[config.mk]
export PLATFORM = sky130hd
export DESIGN_NAME = read_fsm_flat
export DESIGN_NICKNAME = d
export VERILOG_FILES = /design/src/rtl/sram_ctrl_pkg.sv /design/src/rtl/read_fsm_if.sv /design/src/rtl/read_fsm.sv /design/src/flat_wrapper.sv
export SDC_FILE = /design/constraint.sdc
export NUM_CORES = 1
export LEC_CHECK = 0
export ABC_AREA = 1
export CORE_ASPECT_RATIO = 1.25
export CORE_UTILIZATION = 41
export CTS_BUF_LIST = sky130_fd_sc_hd__clkbuf_16
export DETAILED_ROUTE_END_ITERATION = 10
export GPL_TIMING_DRIVEN = 0
export PLACE_DENSITY_LB_ADDON = 0.12
export SLEW_MARGIN = 15
export SYNTH_ARGS = -nofsm -noshare
export SYNTH_HDL_FRONTEND = slang
export SYNTH_SLANG_ARGS = --single-unit
export TNS_END_PERCENT = 30
[constraint.sdc]
create_clock -name clk -period 1.9 [get_ports clk]
set_clock_uncertainty 0.15 [all_clocks]
set_input_delay 0.38 -clock clk [delete_from_list [all_inputs] [get_ports clk]]
set_output_delay 0.38 -clock clk [all_outputs]
set_load 0.02 [all_outputs]
[src/rtl/sram_ctrl_pkg.sv]
// Shared definitions for the SRAM controller sequencers (read and write side):
// default bus widths, the sequencer state encoding and the wait-counter width.
package sram_ctrl_pkg;

   localparam int ADDR_WIDTH_DEF = 16;
   localparam int DATA_WIDTH_DEF = 16;

   // Wait counter width; covers WAIT_STATES 0..15 without wrapping.
   localparam int CNT_WIDTH = 4;

   typedef enum logic [1:0] {
      IDLE   = 2'd0,
      ACCESS = 2'd1,
      DONE   = 2'd2
   } state_t;

   // Terminal count for the access window, sized to the wait counter.
   function automatic logic [CNT_WIDTH-1:0] last_count(input int wait_states);
      return CNT_WIDTH'(wait_states);
   endfunction

endpackage

[src/rtl/read_fsm_if.sv]
// Request and SRAM pin bundle of the read sequencer.
// slave: seen from the sequencer; master: seen from the controller/SRAM side.
interface read_fsm_if
   import sram_ctrl_pkg::*;
#(
   parameter int ADDR_WIDTH = ADDR_WIDTH_DEF,
   parameter int DATA_WIDTH = DATA_WIDTH_DEF
);

   logic                  start;
   logic [ADDR_WIDTH-1:0] input_address;
   logic [DATA_WIDTH-1:0] sram_data;
   logic [ADDR_WIDTH-1:0] sram_address;
   logic                  sram_cs;
   logic                  sram_oe;
   logic [DATA_WIDTH-1:0] read_data;
   logic                  busy;
   logic                  done;

   modport slave (
      input  start, input_address, sram_data,
      output sram_address, sram_cs, sram_oe, read_data, busy, done
   );

   modport master (
      output start, input_address, sram_data,
      input  sram_address, sram_cs, sram_oe, read_data, busy, done
   );

endinterface

[src/rtl/read_fsm.sv]
// Single-word SRAM read sequencer. A start accepted in IDLE latches the
// address, holds CS/OE for WAIT_STATES+1 cycles, captures the data bus,
// then pulses done for one cycle with read_data valid. All outputs are
// registered; reset is synchronous and active-high.
// Optional macro READ_SYNC_INPUT_EN: sram_data goes through an input
// register and the access window grows by one cycle.
module read_fsm
   import sram_ctrl_pkg::*;
#(
   parameter int ADDR_WIDTH  = ADDR_WIDTH_DEF,
   parameter int DATA_WIDTH  = DATA_WIDTH_DEF,
   parameter int WAIT_STATES = 2
) (
   input logic       clk,
   input logic       reset,
   read_fsm_if.slave bus
);

   localparam logic [CNT_WIDTH-1:0] LAST_CNT = last_count(WAIT_STATES);

   state_t                state_r,  state_next_s;
   logic [CNT_WIDTH-1:0]  count_r,  count_next_s;
   logic [ADDR_WIDTH-1:0] addr_r,   addr_next_s;
   logic                  cs_r,     cs_next_s;
   logic                  oe_r,     oe_next_s;
   logic [DATA_WIDTH-1:0] rdata_r,  rdata_next_s;
   logic                  busy_r,   busy_next_s;
   logic                  done_r,   done_next_s;

`ifdef READ_SYNC_INPUT_EN
   logic [DATA_WIDTH-1:0] data_sync_r;
   logic                  sample_r, sample_next_s;

   // Input register on the SRAM data bus; capture uses this copy.
   always_ff @(posedge clk) begin
      if (reset) begin
         data_sync_r <= DATA_WIDTH'(0);
      end else begin
         data_sync_r <= bus.sram_data;
      end
   end
`endif

   // State and registered-output update.
   always_ff @(posedge clk) begin
      if (reset) begin
         state_r  <= IDLE;
         count_r  <= CNT_WIDTH'(0);
         addr_r   <= ADDR_WIDTH'(0);
         cs_r     <= 1'b0;
         oe_r     <= 1'b0;
         rdata_r  <= DATA_WIDTH'(0);
         busy_r   <= 1'b0;
         done_r   <= 1'b0;
`ifdef READ_SYNC_INPUT_EN
         sample_r <= 1'b0;
`endif
      end else begin
         state_r  <= state_next_s;
         count_r  <= count_next_s;
         addr_r   <= addr_next_s;
         cs_r     <= cs_next_s;
         oe_r     <= oe_next_s;
         rdata_r  <= rdata_next_s;
         busy_r   <= busy_next_s;
         done_r   <= done_next_s;
`ifdef READ_SYNC_INPUT_EN
         sample_r <= sample_next_s;
`endif
      end
   end

   // Next-state and next-output decode; everything holds unless changed.
   always_comb begin
      state_next_s  = state_r;
      count_next_s  = count_r;
      addr_next_s   = addr_r;
      cs_next_s     = cs_r;
      oe_next_s     = oe_r;
      rdata_next_s  = rdata_r;
      busy_next_s   = busy_r;
      done_next_s   = 1'b0;
`ifdef READ_SYNC_INPUT_EN
      sample_next_s = sample_r;
`endif
      case (state_r)
         IDLE: begin
            if (bus.start) begin
               addr_next_s  = bus.input_address;
               cs_next_s    = 1'b1;
               oe_next_s    = 1'b1;
               busy_next_s  = 1'b1;
               count_next_s = CNT_WIDTH'(0);
               state_next_s = ACCESS;
            end else begin
               state_next_s = IDLE;
            end
         end
         ACCESS: begin
`ifdef READ_SYNC_INPUT_EN
            // Extra cycle lets the registered copy of the last sampled word settle.
            if (sample_r) begin
               rdata_next_s  = data_sync_r;
               done_next_s   = 1'b1;
               cs_next_s     = 1'b0;
               oe_next_s     = 1'b0;
               sample_next_s = 1'b0;
               state_next_s  = DONE;
            end else if (count_r == LAST_CNT) begin
               sample_next_s = 1'b1;
            end else begin
               count_next_s = count_r + CNT_WIDTH'(1);
            end
`else
            if (count_r == LAST_CNT) begin
               rdata_next_s = bus.sram_data;
               done_next_s  = 1'b1;
               cs_next_s    = 1'b0;
               oe_next_s    = 1'b0;
               state_next_s = DONE;
            end else begin
               count_next_s = count_r + CNT_WIDTH'(1);
            end
`endif
         end
         DONE: begin
            busy_next_s  = 1'b0;
            state_next_s = IDLE;
         end
         default: begin
            cs_next_s    = 1'b0;
            oe_next_s    = 1'b0;
            busy_next_s  = 1'b0;
            state_next_s = IDLE;
         end
      endcase
   end

   assign bus.sram_address = addr_r;
   assign bus.sram_cs      = cs_r;
   assign bus.sram_oe      = oe_r;
   assign bus.read_data    = rdata_r;
   assign bus.busy         = busy_r;
   assign bus.done         = done_r;

endmodule

[src/flat_wrapper.sv]
// flat-port wrapper written by rule: the top's interface ports become plain ports
module read_fsm_flat import sram_ctrl_pkg::*;
#(
   parameter int ADDR_WIDTH  = ADDR_WIDTH_DEF,
   parameter int DATA_WIDTH  = DATA_WIDTH_DEF,
   parameter int WAIT_STATES = 2
)
  (clk, reset, bus_start, bus_input_address, bus_sram_data, bus_sram_address, bus_sram_cs, bus_sram_oe, bus_read_data, bus_busy, bus_done);
  read_fsm_if #(.ADDR_WIDTH(ADDR_WIDTH), .DATA_WIDTH(DATA_WIDTH)) bus_i ();
  input logic clk;
  input logic reset;
  input wire logic [$bits(bus_i.start)-1:0] bus_start;
  input wire logic [$bits(bus_i.input_address)-1:0] bus_input_address;
  input wire logic [$bits(bus_i.sram_data)-1:0] bus_sram_data;
  output wire logic [$bits(bus_i.sram_address)-1:0] bus_sram_address;
  output wire logic [$bits(bus_i.sram_cs)-1:0] bus_sram_cs;
  output wire logic [$bits(bus_i.sram_oe)-1:0] bus_sram_oe;
  output wire logic [$bits(bus_i.read_data)-1:0] bus_read_data;
  output wire logic [$bits(bus_i.busy)-1:0] bus_busy;
  output wire logic [$bits(bus_i.done)-1:0] bus_done;
  assign bus_i.start = bus_start;
  assign bus_i.input_address = bus_input_address;
  assign bus_i.sram_data = bus_sram_data;
  assign bus_sram_address = bus_i.sram_address;
  assign bus_sram_cs = bus_i.sram_cs;
  assign bus_sram_oe = bus_i.sram_oe;
  assign bus_read_data = bus_i.read_data;
  assign bus_busy = bus_i.busy;
  assign bus_done = bus_i.done;
  read_fsm #(.ADDR_WIDTH(ADDR_WIDTH), .DATA_WIDTH(DATA_WIDTH), .WAIT_STATES(WAIT_STATES)) u_core (.clk(clk), .reset(reset), .bus(bus_i));
endmodule
### After elaboration in Yosys (flattened, before gate mapping)

Cells that the tools add are included.

| storage, ports and cells | value |
|---|---|
| flip-flop bits (word level) | 41 |
| word-level logic and storage cells | 35 |
| memory bits (writable) | 0 |
| memories kept | 0 |
| memory bits (read-only) | 0 |
| latch bits | 0 |
| output and inout bits | 36 |

| operators by class | value |
|---|---|
| multiply operators | 0 |
| reductions and logical operators | 8 |
| div/mod/pow operators | 0 |
| add/sub/neg operators | 1 |
| magnitude comparators | 0 |
| equal/unequal tests | 6 |
| bitwise logic cells | 2 |
| multiplexer cells | 11 |
| shifts and indexed selects | 0 |

Operators with widths:

| cell | number |
|---|---|
| $mux W4 | 2 |
| $pmux W4 S2 | 1 |
| $reduce_and A2 Y1 | 3 |
| $reduce_and A3 Y1 | 2 |
| $add A4 B1 Y4 const B | 1 |
| $eq A4 B2 Y1 const B | 1 |
| $mux W1 | 4 |
| $ne A2 B2 Y1 const B | 2 |
| $pmux W2 S2 | 1 |
| $pmux W1 S3 | 1 |
| $eq A2 B1 Y1 const B | 1 |
| $eq A2 B2 Y1 const B | 1 |
| $logic_not A2 Y1 | 1 |
| $mux W2 | 1 |
| $ne A2 B1 Y1 const B | 1 |
| $not A1 Y1 | 2 |
| $pmux W1 S2 | 1 |
| $reduce_bool A2 Y1 | 1 |
| $reduce_or A2 Y1 | 1 |

### Logic depth before layout (Yosys ltp)

| depth | value |
|---|---|
| word-level depth | 3 |
| depth in mapped cells | 8 |
| depth with buffers taken out | 7 |

### Worst setup path after synthesis

No wires, ideal clock.

| timing path | value |
|---|---|
| path kind | register to register |
| start point | register u_core.count_r[0] |
| end point | register u_core.rdata_r[1], in the netlist u_core.bus.read_data[1] |
| buffers on the path | 1 |
| clock period less this slack | 1.355 ns |
| slack | 0.545 ns |
| stages on the path, launching flop included | 9 |
| required time | 1.637 ns |
| arrival time | 1.092 ns |
| cell sequence | dfxtp_1 -> inv_1 -> ha_1 -> nand2_4 -> nor2_8 -> inv_4 -> buf_6 -> nor2_2 -> nor2_1 |

| on the way | value |
|---|---|
| longest elaborated chain between the ends | 2 |

RTL lines:

| what | line | text |
|---|---|---|
| start, declared | read_fsm.sv:22 | `logic [CNT_WIDTH-1:0] count_r, count_next_s;` |
| start signal, assigned | read_fsm.sv:60 | `count_r <= count_next_s;` |
| $eq A4 B2 Y1 | read_fsm.sv:115 | `if (count_r == LAST_CNT) begin` |
| $reduce_and A2 Y1 (no line) | - |  |
| end signal, assigned | read_fsm.sv:64 | `rdata_r <= rdata_next_s;` |
| end, declared | read_fsm.sv:26 | `logic [DATA_WIDTH-1:0] rdata_r, rdata_next_s;` |

No other way between the ends.
A chain may end at the register's enable or synchronous reset.

### Final worst setup path

| timing path | value |
|---|---|
| start point | register u_core.rdata_r[1], in the netlist u_core.bus.read_data[1] |
| end point | output port bus_read_data[1] |

RTL lines:

| what | line | text |
|---|---|---|
| end, declared | flat_wrapper.sv:18 | `output wire logic [$bits(bus_i.read_data)-1:0] bus_read_data;` |

No word-level cell between the ends.

==> results.sh <==
export IMPL_status="finished, violations left"
export IMPL_violations="design-rule violations"
export IMPL_dr_pass1_iters=7
export IMPL_clock_path_buffers=2
export IMPL_rrSetupSlack_ns=0.39
export IMPL_required_ns=1.37
export IMPL_r2r_cells=8
export IMPL_synth_cell_area_um2=1560
export IMPL_first_iter_violations=42
export IMPL_pwr_share_comb=0.159
export IMPL_grt_pass1_vias=1377
export IMPL_layout_min_cycle_time_ns=1.76
export IMPL_cp_cell_sequence="clkdlybuf4s50_1"
export IMPL_dieArea_um2=4060
export IMPL_tightest_slew_ns=0.355
export IMPL_slew_headroom=0.763
export IMPL_grt_max_degree=12
export IMPL_switchingPower_w=0.000476
export IMPL_synth_distinct_cells=22
export IMPL_worstSetupStartpoint="u_core.bus.read_data[1]$_SDFFE_PP0P_"
export IMPL_fin_nets=307
export IMPL_setup_viol=0
export IMPL_synthTopCellsByCount="nor2_1 (58), dfxtp_1 (41), o21ai_0 (23), nand2_1 (11), o21ai_1 (10)"
export IMPL_finalSetupTns_ns=0
export IMPL_synth_avg_cell_area_um2=8.04
export IMPL_n_fill_cell=307
export IMPL_rsz0062_at_grt="no"
export IMPL_die_w_um=57.2
export IMPL_ys_seq_area_frac=0.526
export IMPL_r2r_start="u_core.count_r[0]$_SDFFE_PP0P_"
export IMPL_synth_mux_area_frac=0
export IMPL_hold_viol_final=0
export IMPL_critPathSlowestCell="clkdlybuf4s50_1"
export IMPL_grt_pass1_wl_um=5820
export IMPL_path_buf_inv=1
export IMPL_synthesis_nets=231
export IMPL_postCtsHoldBufs=0
export IMPL_layout_drive_gt1_share=0.100
export IMPL_ys_top_cells_by_area="dfxtp_1 (53%), nor2_1 (14%), o21ai_0 (7.4%)"
export IMPL_clk_latency_ns=0.28
export IMPL_p_leak_nw=1.03
export IMPL_core_area_um2=3570
export IMPL_area_growth_pct=56.1
export IMPL_critical_path_depth=1
export IMPL_cellPowerDensity_nw_per_um2=828
export IMPL_postSynthCellCount=194
export IMPL_synth_xor_area_frac=0
export IMPL_synth_area_leader_cell="dfxtp_1"
export IMPL_path_delay_family="buffers and inverters"
export IMPL_clock_root_buffer="clkbuf_16"
export IMPL_cp_end_kind="primary output"
export IMPL_synthAdderAreaFrac=0.0160
export IMPL_hold_ws_ns=0.230
export IMPL_synth_most_common_cell="nor2_1"
export IMPL_p_seq_frac=0.460
export IMPL_grt_overflow_total=0
export IMPL_clockPowerShare=0.381
export IMPL_io_pins=71
export IMPL_synth_edff_count=0
export IMPL_io_buffers=69
export IMPL_ir_worst_vdd_mv=0.482
export IMPL_synth_top_family_by_area="simple AND/OR/NAND/NOR gates"
export IMPL_hold_path_class="in2reg"
export IMPL_critPathKind="reg2out"
export IMPL_yosysWarningCount=0
export IMPL_cts_tree="done"
export IMPL_drc=10
export IMPL_cp_max_fo=2
export IMPL_netlist_area_leader_share=0.526
export IMPL_cts_htree_levels=2
export IMPL_synthSimpleGateAreaFrac=0.257
export IMPL_drv_slew=0
export IMPL_fmax_mhz=567
export IMPL_p_sw_frac=0.236
export IMPL_ys_seq_elements=41
export IMPL_clk_pin_slew_ns=0.05
export IMPL_detail_route_antenna_nets=0
export IMPL_power_internal_w=0.00154
export IMPL_fin_crit_sh=0.927
export IMPL_rows=24
export IMPL_gp_congestion=0.798
export IMPL_clock_sinks=41
export IMPL_antenna_found_initial=0
export IMPL_worstSetupEndpoint="bus_read_data[1]"
export IMPL_numCtsBuffers=5
export IMPL_wl_per_cell_um=11.3
export IMPL_synth_ff_type="dfxtp_1"
export IMPL_viasPerCell=4.65
export IMPL_maxCapViolCount=0
export IMPL_wl_um=3480
export IMPL_antenna_cells=0
export IMPL_hpwl_um=2510
export IMPL_cp_data_arrival_time_ns=1.23
export IMPL_rr_endpoint="u_core.bus.read_data[4]$_SDFFE_PP0P_"
export IMPL_track_usage=0.187
export IMPL_synth_compound_area_frac=0.132
export IMPL_crit_path_start_kind="flip-flop"
export IMPL_slowest_delay_ns=0.63
export IMPL_start_util=0.437
export IMPL_via_count=1436
export IMPL_die_h_um=71.0
export IMPL_synthArstFlopShare=0
-- per-stage QoR --
step | utilization | std cells | total power [W] | setup WS [ns] | instance area, um2
after floorplan | - | 194 | 0.00110 | 0.545 | 1560
after global placement | 0.644 | 302 | 0.00126 | 0.0780 | 2300
after detailed placement | 0.644 | 302 | 0.00127 | 0.0675 | 2300
after CTS | 0.681 | 309 | 0.00204 | 0.0336 | 2430
after global routing | 0.681 | 309 | 0.00210 | 0.0878 | 2430
final | 0.681 | 309 | 0.00202 | 0.138 | 2430
-- cells by family (layout without fill, tap and decap cells) --
group                      count (synthesis)  after routing
AOI/OAI and AO/OA                         41             41
adders and majority gates                  2              2
buffers and inverters                     21             97
and+or+nand+nor                           89             89
DFF                                       41             41
-- state kept, by name, summed over array words and instances (netlist names) --
| register | count |
|---|---|
| u_core.state_r | 2 |
| u_core.bus.sram_oe | 1 |
| u_core.bus.done | 1 |
| u_core.bus.read_data | 16 |
| u_core.count_r | 4 |
| u_core.bus.busy | 1 |
| u_core.bus.sram_address | 16 |
-- power groups by stage --
| stage | sequential, W | combinational [W] | clock [W] |
|---|---|---|---|
| 2_1_floorplan | 0.000992 | 0.000106 | 0 |
| 3_3_place_gp | 0.000945 | 0.000320 | 0 |
| 3_5_place_dp | 0.000946 | 0.000323 | 0 |
| 4_1_cts | 0.000928 | 0.000324 | 0.000789 |
| 5_1_grt | 0.000933 | 0.000353 | 0.000816 |
| 6_report | 0.000927 | 0.000321 | 0.000768 |
-- layout by cell type, fill, tap and decap left out, types with 3 or more instances in the layout --
cell type	count
clkdlybuf4s50_1	68
nor2_1	58
dfxtp_1	41
o21ai_0	23
nand2_1	11
inv_1	10
o21ai_1	10
nor2_2	9
a21oi_1	8
nand3_1	5
clkbuf_16	5
buf_2	3
clkbuf_1	3
-- cell type report --
| class | count | area (um2) | share of cell area |
|---|---|---|---|
| plain buffers | 10 | 63.8 | 0.0262 |
| clock buffers | 5 | 125 | 0.0514 |
| clock inverters | 2 | 7.51 | 0.00308 |
| inverters | 11 | 43.8 | 0.0180 |
| multi-input cells | 132 | 632 | 0.260 |
| flip-flops and latches | 41 | 821 | 0.337 |
| well taps | 39 | 48.8 | 0.0200 |
| repair buffers | 69 | 693 | 0.285 |
-- layer usage --
layer,part of all wire,global-route usage
met2,0.48,0.310
met1,0.43,0.213
met3,0.074,0.0622
met4,0.021,0.0949
met5,0,0
-- how the worst min path moves through the flow --
stage / startpoint / to / depth (start not counted)
after floorplan: u_core.count_r[0]$_SDFFE_PP0P_ / u_core.count_r[0]$_SDFFE_PP0P_ / 1
after global placement: u_core.bus.busy$_SDFFE_PP0P_ / u_core.bus.busy$_SDFFE_PP0P_ / 2
after detailed placement: u_core.bus.busy$_SDFFE_PP0P_ / u_core.bus.busy$_SDFFE_PP0P_ / 2
after CTS: reset / u_core.bus.busy$_SDFFE_PP0P_ / 2
after global routing: reset / u_core.bus.busy$_SDFFE_PP0P_ / 2
final: reset / u_core.bus.busy$_SDFFE_PP0P_ / 2
-- what timing repair did --
action	in CTS	in global routing
gates resized for setup	0	1
setup endpoints to repair	0	1
setup buffers	0	0
-- worst reg2reg max path, cell delays in order, from the launching register on --
cell	delay (ns)
dfxtp_1	0.35
inv_1	0.10
ha_1	0.20
nand2_4	0.09
nor2_8	0.15
inv_4	0.08
buf_6	0.15
nor2_2	0.09
nor2_1	0.05
No activity file was read; power rests on OpenSTA's default activity.
